[config.mk]
export PLATFORM = sky130hd
export DESIGN_NAME = u_csatm8_mac
export DESIGN_NICKNAME = d
export VERILOG_FILES = /design/src/rtl/u_csatm8_mac.sv
export SDC_FILE = /design/constraint.sdc
export NUM_CORES = 1
export LEC_CHECK = 0
export ABC_AREA = 1
export ABC_CLOCK_PERIOD_IN_PS = 2370
export BUFFER_PORTS_ARGS = -buffer_cell sky130_fd_sc_hd__buf_4
export CORE_MARGIN = 2
export CORE_UTILIZATION = 45
export DETAILED_ROUTE_END_ITERATION = 16
export PLACE_DENSITY = 0.72
export SYNTH_ARGS = -nofsm -noshare
export SYNTH_HDL_FRONTEND = slang
export SYNTH_SLANG_ARGS = --single-unit
[constraint.sdc]
create_clock -name clk -period 2.37 [get_ports clk]
set_clock_uncertainty 0.2 [all_clocks]
set_input_delay 0 -clock clk [delete_from_list [all_inputs] [get_ports clk]]
set_output_delay 0 -clock clk [all_outputs]
set_load 0.01 [all_outputs]
[src/rtl/u_csatm8_mac.sv]
// u_csatm8_mac: multiply-accumulate of truncated 8x8 unsigned products, LEN beats per frame.
// Ports: clk, rst_n (async low), clr (sync abort), in_valid/in_ready/in_a/in_b in, out_valid/out_ready/out_sum out.
module u_csatm8_mac #(
    parameter int LEN   = 8,
    parameter int ACC_W = 24
) (
    input  logic             clk,
    input  logic             rst_n,
    input  logic             clr,
    input  logic             in_valid,
    output logic             in_ready,
    input  logic [7:0]       in_a,
    input  logic [7:0]       in_b,
    output logic             out_valid,
    input  logic             out_ready,
    output logic [ACC_W-1:0] out_sum
);

    localparam int CNT_W = $clog2(LEN);

    typedef enum logic [1:0] {
        COLLECT = 2'd0,
        DRAIN   = 2'd1,
        OUT     = 2'd2
    } state_t;

    state_t           state;
    state_t           state_nxt;
    logic [CNT_W-1:0] cnt;
    logic [CNT_W-1:0] cnt_nxt;

    logic             s1_valid;
    logic [15:0]      s1_prod;
    logic [ACC_W-1:0] acc;
    logic             first;

    logic [9:0]       prod_hi;
    logic [15:0]      prod;
    logic             accept;
    logic             last_beat;
    logic             out_fire;

    // Only the top five bits of each operand take part in the product.
    assign prod_hi = {5'b0, in_a[7:3]} * {5'b0, in_b[7:3]};
    assign prod    = {prod_hi, 6'b0};

    assign in_ready  = (state == COLLECT);
    assign out_valid = (state == OUT);
    assign out_sum   = out_valid ? acc : '0;

    assign accept    = in_valid & in_ready & ~clr;
    assign last_beat = (cnt == CNT_W'(LEN - 1));
    assign out_fire  = out_valid & out_ready & ~clr;

    always_comb begin
        state_nxt = state;
        cnt_nxt   = cnt;
        unique case (state)
            COLLECT: begin
                if (accept) begin
                    if (last_beat) begin
                        state_nxt = DRAIN;
                        cnt_nxt   = '0;
                    end else begin
                        cnt_nxt = cnt + 1'b1;
                    end
                end
            end
            DRAIN: begin
                state_nxt = OUT;
            end
            OUT: begin
                if (out_ready) begin
                    state_nxt = COLLECT;
                end
            end
            default: begin
                state_nxt = COLLECT;
            end
        endcase
        if (clr) begin
            state_nxt = COLLECT;
            cnt_nxt   = '0;
        end
    end

    always_ff @(posedge clk or negedge rst_n) begin
        if (!rst_n) begin
            state <= COLLECT;
            cnt   <= '0;
        end else begin
            state <= state_nxt;
            cnt   <= cnt_nxt;
        end
    end

    // Stage 1 holds the product of the beat accepted on the previous edge.
    always_ff @(posedge clk or negedge rst_n) begin
        if (!rst_n) begin
            s1_valid <= 1'b0;
            s1_prod  <= '0;
        end else if (clr) begin
            s1_valid <= 1'b0;
        end else begin
            s1_valid <= accept;
            if (accept) begin
                s1_prod <= prod;
            end
        end
    end

    // Stage 2: the first product of a frame overwrites the accumulator,
    // so nothing needs clearing after a completed frame.
    always_ff @(posedge clk or negedge rst_n) begin
        if (!rst_n) begin
            acc   <= '0;
            first <= 1'b1;
        end else if (clr) begin
            acc   <= '0;
            first <= 1'b1;
        end else begin
            if (s1_valid) begin
                acc   <= first ? ACC_W'(s1_prod) : acc + ACC_W'(s1_prod);
                first <= 1'b0;
            end
            if (out_fire) begin
                first <= 1'b1;
            end
        end
    end

endmodule

==> results.py <==
metrics = {
    "sta": {
        "layout_setup_ws_ns": -0.136,
        "grt_setup_unrepaired": "yes",
        "fin_crit_ns": 2.51,
        "slew_violations": 0,
        "max_freq_ghz": 0.399,
        "fin_hold_ws_ns": 0.000213,
        "setup_viol": 5,
        "fin_crit_sh": 1.06,
        "hold_violations": 0,
    },
    "yosys": {
        "netlist_area_um2": 3330,
        "ys_ff_latch": 35,
        "synth_edf_count": 0,
        "async_flop_share": 1.00,
        "syn_avg_cell_area_um2": 7.00,
        "postSynthCellCount": 475,
        "synth-seq-area-share": 0.264,
        "synthFlopType": "dfrtp_1",
        "ys_warn_count": 0,
        "ys_types": 40,
    },
    "clock_network": {
        "cts_buffers": 5,
        "cts_root_buffer": "clkbuf_8",
        "clk_path_buf_depth": 2,
        "clk_latency_ns": 0.29,
        "h-tree-depth": 2,
        "clk_pin_slew_ns": 0.08,
        "cts_tree": "built",
        "cts_sinks": 35,
    },
    "global_route": {
        "grt_max_degree": 36,
        "grt_pass1_vias": 3161,
        "grt_pass1_wl_mm": 13.7,
        "grt.total_usage": 0.205,
        "antenna_found_initial": 0,
        "overflow": 0,
    },
    "outcome": {
        "status": "finished with violations",
        "violations": "negative setup slack",
    },
    "routing": {
        "wl_per_cell_um": 12.4,
        "ant_nets": 0,
        "drc": 0,
        "firstDrtPassIters": 5,
        "vias": 3109,
        "totalWireLength_mm": 7.88,
        "via_per_inst": 4.89,
        "drtIter0Drc": 138,
    },
    "worst_setup_path": {
        "crit_arrival_ns": 2.48,
        "cp-start-kind": "primary input",
        "regToRegSetupSlack_ns": 0.24,
        "setup.worst_path.end_class": "register",
        "crit_fanout": 5,
        "required_ns": 2.34,
        "crit_type": "in2reg",
    },
    "hold_path": {
        "hp-class": "in2async",
    },
    "placed_design": {
        "postPlaceCellArea_um2": 3840,
        "portBuffers": 34,
        "hpwlAfterDp_mm": 6.14,
        "gp_congestion": 0.899,
    },
    "die": {
        "boundaryPins": 47,
        "start_util": 0.461,
        "dieArea_um2": 8100,
        "core_um2": 7210,
        "rows": 31,
        "die_h_um": 90.0,
        "die_width_um": 90.0,
    },
    "power": {
        "seq_power_share": 0.356,
        "ir_worst_vdd_uv": 309,
        "p_clk_frac": 0.217,
        "switching_power_uw": 761,
        "internal_power_uw": 1240,
        "p_leak_uw": 0.00226,
        "p_comb_frac": 0.427,
        "swShare": 0.381,
        "p_per_area_nw_per_um2": 487,
    },
    "cells_and_area": {
        "multi_input_area_um2": 2150,
        "final_cell_area_um2": 4100,
        "area_delta_synth_final_pct": 23.2,
        "regArea_um2": 877,
        "n_antenna_cell": 0,
        "nets": 597,
        "fillCellCount": 709,
        "drive_gt1_frac": 0.238,
        "final_core_util": 0.568,
    },
    "run": {
        "maxCapViolations": 0,
    },
}
## critical path, cell delays in order
cell	delay (ns)
buf_12	0.09
nand2_8	0.04
fa_1	0.55
fa_1	0.43
fa_1	0.50
inv_2	0.04
ha_4	0.23
nand2_2	0.09
nand2_2	0.07
a21oi_2	0.14
nand2_1	0.07
xnor2_1	0.14
o21ai_1	0.07
## synth_stat cells (2+ instances only)
master | count | area [µm²]
a21o_1 | 2 | 15.0
a21oi_1 | 11 | 55.1
a21oi_2 | 6 | 52.6
a31oi_1 | 2 | 12.5
buf_2 | 2 | 10.0
buf_4 | 7 | 52.6
clkbuf_1 | 2 | 7.51
dfrtp_1 | 34 | 851
fa_1 | 10 | 200
ha_1 | 30 | 375
inv_1 | 85 | 319
inv_2 | 7 | 26.3
nand2_1 | 119 | 447
nand2_2 | 16 | 100
nand3_1 | 37 | 185
nand3_2 | 4 | 40.0
nand4_1 | 6 | 37.5
nor2_1 | 46 | 173
nor2_2 | 3 | 18.8
nor3_2 | 3 | 30.0
o21ai_0 | 15 | 75.1
o21ai_1 | 5 | 25.0
o21ai_2 | 2 | 17.5
o32ai_1 | 2 | 17.5
xnor2_1 | 2 | 17.5
xor2_1 | 3 | 26.3
## sequential cells by signal (all words and copies together) (netlist names)
register  flops
first         1
acc          18
s1_prod      10
cnt           3
state         2
s1_valid      1
## per-layer routing
layer,wire (µm),global-route usage,vias to the layer above
met2,4350,0.409,52
met3,192,0.0218,10
met4,113,0.0641,0
met1,3230,0.224,1455
li1,-,-,1592
met5,0,0,-
## area by class of cell
| class | instances | area share |
|---|---|---|
| clock inverter | 2 | 0.00305 |
| clock buffer | 6 | 0.0177 |
| inverter | 92 | 0.0842 |
| timing repair buffer | 62 | 0.125 |
| multi-input combinational | 340 | 0.525 |
| sequential | 35 | 0.214 |
| tap | 99 | 0.0302 |
## through the flow
stage | cells | setup WS, ns | total power (µW) | setup TNS (ns)
after CTS | 635 | -0.0881 | 1970 | -0.326
after global routing | 636 | -0.232 | 2150 | -0.965
final | 636 | -0.136 | 2000 | -0.493
after global placement | 619 | -0.399 | 1480 | -2.17
after detailed placement | 619 | -0.469 | 1500 | -2.53
after floorplan | 480 | -0.199 | 1280 | -0.821
## cells in the final DEF, fill, tap and decap left out, types with 2 or more instances in the layout
cell type      instances
fa_1                   9
nor3_2                 3
inv_2                  9
o32ai_1                2
nor2_1                46
nand2_1              112
nand3_1               33
nor2_2                 3
conb_1                 6
xor2_1                 3
nand3_2                8
o21ai_2                2
dlygate4sd3_1          8
ha_4                   4
nand4_1                6
clkbuf_8               5
inv_1                 83
o21ai_1                8
xnor2_1                2
a21oi_2                7
buf_12                 2
buf_4                 51
a21oi_1               10
a21o_1                 2
dfrtp_1               34
ha_1                  26
o21ai_0               12
nand2_2               22
## timing repair
item                       CTS  global route
cloned                       0             0
gates resized for setup     12             9
setup endpoints to repair    5             6
hold buffers                 8             0
pin swaps                    3             9
hold endpoints to repair    56             0
setup buffers                0             1
## logic make-up after synthesis
family          synth area share
compound gates            0.0918
fa+ha+maj                  0.173
buf+inv                    0.129
flops                      0.264
other cells              0.00113
xor+xnor                  0.0132
simple gates               0.328
## power by group through the flow
stage	logic (µW)	clock network (µW)	registers, µW
finish	853	433	710
global route	962	468	720
CTS	822	440	710
detailed placement	781	0	721
global placement	763	0	719
floorplan	577	0	703
## final timing paths
path | depth (start not counted) | to | start
min reg2reg | 1 | cnt[0] | cnt[0]
max | 13 | s1_prod[13] | in_b[5]
min in group clk | 7 | s1_prod[7] | in_b[4]
max reg2reg | 10 | acc[14] | s1_prod[6]
min | 2 | acc[21] | rst_n
max in group asynchronous | 2 | first | rst_n
No activity file was read; power rests on OpenSTA's default activity.
